`config.mk`:
```
export PLATFORM = sky130hd
export DESIGN_NAME = modarith_pipe
export DESIGN_NICKNAME = d
export VERILOG_FILES = /design/src/rtl/modarith_pkg.sv /design/src/rtl/fermat_fold.sv /design/src/rtl/modarith_pipe.sv
export SDC_FILE = /design/constraint.sdc
export NUM_CORES = 1
export LEC_CHECK = 0
export ABC_AREA = 1
export CORE_MARGIN = 2
export CORE_UTILIZATION = 48
export CTS_CLUSTER_SIZE = 24
export DETAILED_ROUTE_END_ITERATION = 6
export PLACE_DENSITY = 0.7
export SYNTH_ARGS = -nofsm -noshare
export SYNTH_HDL_FRONTEND = slang
export SYNTH_HIERARCHICAL = 1
export SYNTH_SLANG_ARGS = --single-unit
```
`constraint.sdc`:
```
create_clock -name clk -period 4.3 [get_ports clk]
set_input_delay 0.645 -clock clk [delete_from_list [all_inputs] [get_ports clk]]
set_output_delay 0.645 -clock clk [all_outputs]
set_load 0.01 [all_outputs]
```
`src/rtl/modarith_pkg.sv`:
```
// Shared definitions for the Fermat-modulus arithmetic pipeline: op codes,
// modulus helper and the per-stage control entry.
package modarith_pkg;

    typedef enum logic [1:0] {
        OP_MUL = 2'b00,
        OP_ADD = 2'b01,
        OP_SUB = 2'b10,
        OP_RSV = 2'b11
    } op_e;

    // Q = 2^(logq-1) + 1; 33 bits covers logq up to 32.
    function automatic logic [32:0] q_of(input int unsigned logq);
        return (33'd1 << (logq - 1)) + 33'd1;
    endfunction

    // Control part of a stage entry; data-width fields (p/t, tag) depend on
    // module parameters and sit beside it in the pipeline.
    typedef struct packed {
        logic valid;
        op_e  op;
        logic err;
    } stage_ctl_t;

endpackage

```
`src/rtl/fermat_fold.sv`:
```
// Combinational fold of a stage value modulo Q = 2^K + 1 into a signed value
// that needs at most one +Q correction.
module fermat_fold
    import modarith_pkg::*;
#(
    parameter int unsigned LOGQ = 17
) (
    input  op_e                 op,
    input  logic [2*LOGQ-1:0]   p,
    output logic [LOGQ:0]       t
);

    localparam int unsigned   K  = LOGQ - 1;
    localparam logic [LOGQ:0] QW = (LOGQ + 1)'(q_of(LOGQ));

    logic [LOGQ:0] lo;
    logic [LOGQ:0] hi;

    // 2^K == -1 mod Q, so a product folds as low K bits minus the rest.
    assign lo = {2'b00, p[K-1:0]};
    assign hi = p[2*LOGQ-1:K];

    always_comb begin
        if (op == OP_MUL) begin
            t = lo - hi;
        end else begin
            t = p[LOGQ:0] - QW;
        end
    end

endmodule

```
`src/rtl/modarith_pipe.sv`:
```
// Three-stage pipelined MUL/ADD/SUB modulo Q = 2^(LOGQ-1) + 1 with a global
// stall, valid/ready handshake and tag passthrough.
module modarith_pipe
    import modarith_pkg::*;
#(
    parameter int unsigned LOGQ = 17,
    parameter int unsigned TAGW = 8
) (
    input  logic             clk,
    input  logic             rst,
    input  logic             in_valid,
    output logic             in_ready,
    input  logic [1:0]       in_op,
    input  logic [LOGQ-1:0]  in_a,
    input  logic [LOGQ-1:0]  in_b,
    input  logic [TAGW-1:0]  in_tag,
    output logic             out_valid,
    input  logic             out_ready,
    output logic [LOGQ-1:0]  out_s,
    output logic [TAGW-1:0]  out_tag,
    output logic             out_err,
    output logic             busy
);

    localparam int unsigned     PW = 2 * LOGQ;
    localparam logic [PW-1:0]   QP = PW'(q_of(LOGQ));
    localparam logic [LOGQ-1:0] QS = LOGQ'(q_of(LOGQ));

    logic en;
    op_e  op_in;

    // S1: raw product / sum
    logic [PW-1:0]   p_d;
    logic            err_d;
    stage_ctl_t      s1_ctl_q;
    logic [PW-1:0]   s1_p_q;
    logic [TAGW-1:0] s1_tag_q;

    // S2: folded signed value
    logic [LOGQ:0]   t_d;
    logic            s2_valid_q;
    logic            s2_err_q;
    logic [LOGQ:0]   s2_t_q;
    logic [TAGW-1:0] s2_tag_q;

    // S3: corrected result
    logic [LOGQ-1:0] s_d;
    logic            s3_valid_q;
    logic            s3_err_q;
    logic [LOGQ-1:0] s3_s_q;
    logic [TAGW-1:0] s3_tag_q;

    assign en       = !s3_valid_q || out_ready;
    assign in_ready = en;
    assign op_in    = op_e'(in_op);

    always_comb begin
        p_d   = '0;
        err_d = 1'b0;
        case (op_in)
            OP_MUL:  p_d = PW'(in_a) * PW'(in_b);
            OP_ADD:  p_d = PW'(in_a) + PW'(in_b);
            OP_SUB:  p_d = PW'(in_a) + QP - PW'(in_b);
            default: err_d = 1'b1;
        endcase
    end

    fermat_fold #(
        .LOGQ (LOGQ)
    ) u_fold (
        .op (s1_ctl_q.op),
        .p  (s1_p_q),
        .t  (t_d)
    );

    // t lies in [-Q, Q-1]; wrap-around in LOGQ bits yields t + Q for negatives.
    always_comb begin
        if (s2_t_q[LOGQ]) begin
            s_d = s2_t_q[LOGQ-1:0] + QS;
        end else begin
            s_d = s2_t_q[LOGQ-1:0];
        end
    end

    always_ff @(posedge clk or posedge rst) begin
        if (rst) begin
            s1_ctl_q   <= '0;
            s1_p_q     <= '0;
            s1_tag_q   <= '0;
            s2_valid_q <= 1'b0;
            s2_err_q   <= 1'b0;
            s2_t_q     <= '0;
            s2_tag_q   <= '0;
            s3_valid_q <= 1'b0;
            s3_err_q   <= 1'b0;
            s3_s_q     <= '0;
            s3_tag_q   <= '0;
        end else if (en) begin
            s1_ctl_q   <= '{valid: in_valid, op: op_in, err: err_d};
            s1_p_q     <= p_d;
            s1_tag_q   <= in_tag;
            s2_valid_q <= s1_ctl_q.valid;
            s2_err_q   <= s1_ctl_q.err;
            s2_t_q     <= t_d;
            s2_tag_q   <= s1_tag_q;
            s3_valid_q <= s2_valid_q;
            s3_err_q   <= s2_err_q;
            s3_s_q     <= s_d;
            s3_tag_q   <= s2_tag_q;
        end
    end

    assign out_valid = s3_valid_q;
    assign out_s     = s3_s_q;
    assign out_tag   = s3_tag_q;
    assign out_err   = s3_err_q;
    assign busy      = s1_ctl_q.valid | s2_valid_q | s3_valid_q;

endmodule

```
==> results of run 1 <==
-- routing by layer --
layer	track usage, %	up-vias
met2	51.4	674
met1	40.0	8768
li1	-	8615
met3	4.58	128
met4	9.05	0
met5	0	-
-- cell usage after synthesis (2+ instances only) --
cell | count | area (um^2)
xnor2_2 | 2 | 32.5
a21oi_1 | 91 | 455
o21ai_1 | 11 | 55.1
inv_2 | 4 | 15.0
nor2_4 | 4 | 45.0
buf_2 | 10 | 50.1
a21oi_2 | 2 | 17.5
a31oi_1 | 4 | 25.0
dfrtp_1 | 101 | 2530
nor2_1 | 123 | 462
inv_1 | 637 | 2390
nand4_1 | 21 | 131
nand3b_1 | 8 | 60.1
o21ai_0 | 83 | 415
o21bai_1 | 6 | 45.0
ha_1 | 176 | 2200
nor4_1 | 4 | 25.0
fa_1 | 227 | 4540
nor2_2 | 11 | 68.8
o21ai_2 | 3 | 26.3
a21o_1 | 5 | 37.5
or2_2 | 7 | 43.8
nand3_1 | 148 | 741
nand3_2 | 6 | 60.1
clkbuf_1 | 84 | 315
nor3_1 | 22 | 110
buf_1 | 2 | 7.51
o211ai_1 | 3 | 22.5
xnor2_1 | 5 | 43.8
nand2_1 | 857 | 3220
nand2_2 | 5 | 31.3
xor2_1 | 14 | 123
nor3_4 | 2 | 32.5
o31ai_1 | 4 | 30.0
-- registers in the layout (all words and copies together), names as in the netlist --
name / count
s2_err_q: 1
s1_p_q: 34
out_tag: 8
s2_valid_q: 1
out_s: 17
s2_tag_q: 8
s1_ctl_q: 4
s1_tag_q: 8
s2_t_q: 18
out_err: 1
out_valid: 1
-- layout make-up --
type | count | area, um^2
fill | 3364 | 14200
tap | 518 | 648
clock buffer | 9 | 225
clock inverter | 7 | 65.1
timing repair buffer | 337 | 3490
multi-input combinational | 1869 | 14700
antenna | 1 | 2.50
sequential | 101 | 2530
inverter | 641 | 2430
-- worst min-delay path, delay by kind of cell, from the launching register on --
kind | cells | cell delay (ns)
flops | 1 | 0.35
simple gates | 2 | 0.10
-- through the flow --
stage          TNS [ns]  cell area (um^2)  hold slack, ns  setup WS, ns
5_1_grt          -28.30             24100           0.503         -1.24
3_5_place_dp     -47.19             21600           0.456         -1.87
4_1_cts          -23.27             23600           0.475         -1.05
3_3_place_gp     -45.78             21600           0.451         -1.81
2_1_floorplan    -21.02             19500           0.442         -1.01
6_report         -23.73             24100           0.474         -1.09
-- logic make-up (layout without fill, tap and decap cells) --
family	Yosys count	count (layout)	share of synthesized area [%]
flops	101	101	13.6
buf+inv	738	994	15.0
simple gates	1223	1223	27.4
fa+ha+maj	403	403	36.3
mux	1	1	0.0539
compound gates	221	221	6.56
xor+xnor	21	21	1.07
other cells	0	1	0
-- path summary, 6_finish.rpt --
kind | start | end | slack [ns] | cells after the start
max in group asynchronous | rst | s2_t_q[14] | 2.69 | 3
min reg2reg | s2_err_q | out_err | 0.47 | 2
max reg2reg | s1_p_q[0] | s2_t_q[16] | 1.87 | 13
max | in_b[5] | s1_p_q[30] | -1.09 | 29
min in group asynchronous | rst | out_tag[6] | 0.82 | 2
min | s2_err_q | out_err | 0.47 | 2
-- timing repair --
| action | 4_1_cts | 5_1_grt |
|---|---|---|
| setup endpoints to repair | 29 | 27 |
| resized for setup | 444 | 157 |
| buffers inserted | 59 | 22 |
| pin swaps | 207 | 154 |
| cloned | 13 | 0 |
==> reports/metrics.yaml, run 1 <==
logic_synthesis:
  ys_seq_elements: 101
  syn_nets: 3159
  ys_seq_area_share_pct: 13.6
  synth-async-reset-ratio_pct: 100
  ys_warn_count: 6
  synth_cells: 2708
  synth_area_um2: 18600
  ys_types: 50
  ys.flop_type: "dfrtp_1"
  synth-edff-count: 0
  avgSynthCellArea_um2: 6.86
sta:
  period_share_pct: 125
  slew_headroom_pct: 37.1
  slew_violations: 0
  finalWorstSetupSlack_ns: -1.09
  min_period_ns: 5.39
  setup_viol: 27
  grt_setup_unrepaired: "true"
  finalClockSkew_ns: 0.0105
  hold_viol_final: 0
  worstMarginPinSlew_ns: 0.944
  fmax_mhz: 186
routing:
  vias: 18185
  drtPass1Iterations: 6
  vias_per_cell: 5.22
  wl_met2_um: 28300
  wl_per_cell_um: 17.0
  routed-wl-met3_um: 4040
  drc_errors: 0
  drt_iter0_drc: 1221
  ant_nets: 0
  wl_um: 59200
  top_layer_used: "met4"
  wl_met1_um: 25100
clock_network:
  clkSinkCount: 101
  tritoncts: "yes"
  cts-hold-fix-buffers: 0
  numCtsBuffers: 9
  cts_buffer_depth: 2
  h-tree-depth: 3
  clk_latency_ns: 0.35
  clockRootBuffer: "clkbuf_16"
  clk_pin_slew_ns: 0.07
place:
  gp_congestion: 0.915
  io_buffers: 76
  dp_hpwl_um: 44900
  dpl.cell_count: 3384
die:
  initial_core_util_pct: 48.4
  rows: 72
  die_h_um: 201
  io_pins: 77
  coreArea_um2: 38400
  die_area_um2: 40300
  die_x_um: 201
grt:
  antenna_found_initial: 1
  track_usage_pct: 30.2
  grt_pass1_wl_um: 97000
  grt-ovfl-total: 0
  grt_max_degree: 98
  grt_pass1_vias: 18812
critical_path:
  slowest_stage: "fa_1"
  cp.arrival_ns: 5.63
  cp.buffers_inverters: 11
  path_max_fanout: 5
  end_kind: "register"
  crit_family: "adder cells"
  start_kind: "input pin"
  crit_type: "input pin to register"
  critPathMaxStageDelay_ns: 0.56
  worstPathRequired_ns: 4.54
layout:
  drive_above_1_share_pct: 23.5
  final_cell_mix: "nand2_1, inv_1, fa_1"
  final_cells: 3483
  area_growth_pct: 30.0
  final_common_cell: "nand2_1"
  final_util_pct: 62.9
  nets: 3410
job:
  max_cap_viol_count: 0
status:
  status: "finished with violations"
  failed_checks: "negative setup slack"
min_path:
  worst_hold_path_type: "register to register"
Power of run 1 is left out: the tool's default activity adds up to more than one toggle a clock period on the data nets, which glitch-free logic cannot reach.
==> run 2: changes to the inputs <==
CAP_MARGIN = 20   (was default)
GPL_TIMING_DRIVEN = 1   (was default)
==> results of run 2 <==
No change in the layout: final DEF, timing and power equal those of run 1.
Power of run 2 is left out for the same reason.
==> run 3: changes to the inputs <==
ABC_CLOCK_PERIOD_IN_PS = 4300   (was default)
SKIP_LAST_GASP = 1   (was default)
==> reports/metrics.yaml, run 3 (same netlist as run 1, synthesis figures left out) <==
place:
  io_buffers: 76
  placed_cell_area_um2: 21600
  dp_hpwl_um: 44900
  gp_congestion: 0.915
sta:
  slew_violations: 0
  finalWorstSetupSlack_ns: -1.09
  setup_viol: 27
  finalClockSkew_ns: 0.0104
  fmax_mhz: 185
  hold_viol_final: 0
  tns_ns: -23.85
  period_share_pct: 125
  slew_headroom_pct: 37.1
  grt_setup_unrepaired: "true"
  whs_ns: 0.474
  min_period_ns: 5.39
  worstMarginPinSlew_ns: 0.943
layout:
  final_common_cell: "nand2_1"
  nets: 3403
  regMostFlops: "s1_p_q"
  final_util_pct: 62.4
  area_growth_pct: 29.0
  num-fill-cells: 3422
  drive_above_1_share_pct: 22.8
  postLayoutCellArea_um2: 23900
  largest_register_ffs: 34
  final_cell_mix: "nand2_1, inv_1, fa_1"
critical_path:
  rr_worst_depth: 13
  worstPathRequired_ns: 4.55
  slowest_stage: "fa_1"
  critPathMaxStageDelay_ns: 0.56
  start_kind: "input pin"
  rr_startpoint: "s1_p_q[0]"
  rr_endpoint: "s2_t_q[16]"
  critPathMostFrequentCell: "fa_1"
  rrSetupSlack_ns: 1.87
  end_kind: "register"
  cp.arrival_ns: 5.64
  path_max_fanout: 5
  crit_type: "input pin to register"
grt:
  grt-ovfl-total: 0
  grt_pass1_vias: 18796
  grt_pass1_wl_um: 96800
  grt_max_degree: 98
  track_usage_pct: 30.2
  antenna_found_initial: 1
clock_network:
  clkSinkCount: 101
  h-tree-depth: 3
  clk_latency_ns: 0.35
  tritoncts: "yes"
  cts_buffer_depth: 2
  clk_pin_slew_ns: 0.08
  numCtsBuffers: 9
  clockRootBuffer: "clkbuf_16"
routing:
  drtPass1Iterations: 5
  drc_errors: 0
  vias_per_cell: 5.21
  wl_per_cell_um: 17.0
  wl_um: 58900
  ant_nets: 0
  drt_iter0_drc: 1261
  vias: 18116
min_path:
  min-delay-start: "s2_err_q"
  holdPathEnd: "out_err"
  min_path_cells: 2
  worst_hold_path_type: "register to register"
job:
  max_cap_viol_count: 0
die:
  die_x_um: 201
  die_h_um: 201
  coreArea_um2: 38400
  die_area_um2: 40300
  io_pins: 77
  rows: 72
  initial_core_util_pct: 48.4
status:
  failed_checks: "negative setup slack"
  status: "finished with violations"
run 3: changes by cell type in the layout (fill, tap and decap cells not counted), sizes merged:
cell and change:
buf -5, bufbuf -1, clkbuf -1, clkdlybuf4s15 -1
dlygate4sd2 +1
run 3: cell type report:
type / count / area, um^2 / share of cell area, %
Antenna cell: 1 / 2.50 / 0.0105
Clock buffer: 9 / 225 / 0.941
Clock inverter: 7 / 65.1 / 0.272
Inverter: 641 / 2430 / 10.1
Multi-Input combinational cell: 1869 / 14700 / 61.2
Sequential cell: 101 / 2530 / 10.6
Tap cell: 518 / 648 / 2.71
Timing Repair Buffer: 330 / 3390 / 14.2
run 3: metal layers:
layer  wire length, um  share of wire, %  global-route usage (%)
met1             25100                43                    39.9
met2             27800                47                    51.1
met3              4070               6.9                    4.69
met4              2000               3.4                    9.23
met5                 0                 0                       0
run 3: worst max-delay path by stage:
| stage | start | endpoint | slack [ns] |
|---|---|---|---|
| floorplan | in_a[5] | s1_p_q[33] | -1.01 |
| global placement | in_a[14] | s1_p_q[30] | -1.81 |
| detailed placement | in_a[14] | s1_p_q[30] | -1.87 |
| CTS | in_b[5] | s1_p_q[30] | -1.05 |
| global route | in_b[6] | s1_p_q[22] | -1.25 |
| finish | in_b[5] | s1_p_q[22] | -1.09 |
run 3: per-stage QoR:
step	instances	setup slack (ns)
6_report	3476	-1.09
2_1_floorplan	2708	-1.01
3_3_place_gp	3384	-1.81
4_1_cts	3467	-1.05
5_1_grt	3476	-1.25
3_5_place_dp	3384	-1.87
run 3: worst max-delay path, delay by kind of cell:
kind	cells	cell delay, ns
buffers and inverters	11	0.89
and+or+nand+nor	10	0.74
adders and majority gates	7	3.28
AOI/OAI and AO/OA	1	0.07
run 3: what timing repair did:
item / 4_1_cts / 5_1_grt
pin swaps: 205 / 171
setup buffers: 59 / 14
endpoints found under the setup margin: 29 / 27
cloned: 13 / 0
hold endpoints to repair: 0 / 0
gates resized for setup: 427 / 140
hold buffers: 0 / 0
Power of run 3 is left out for the same reason.
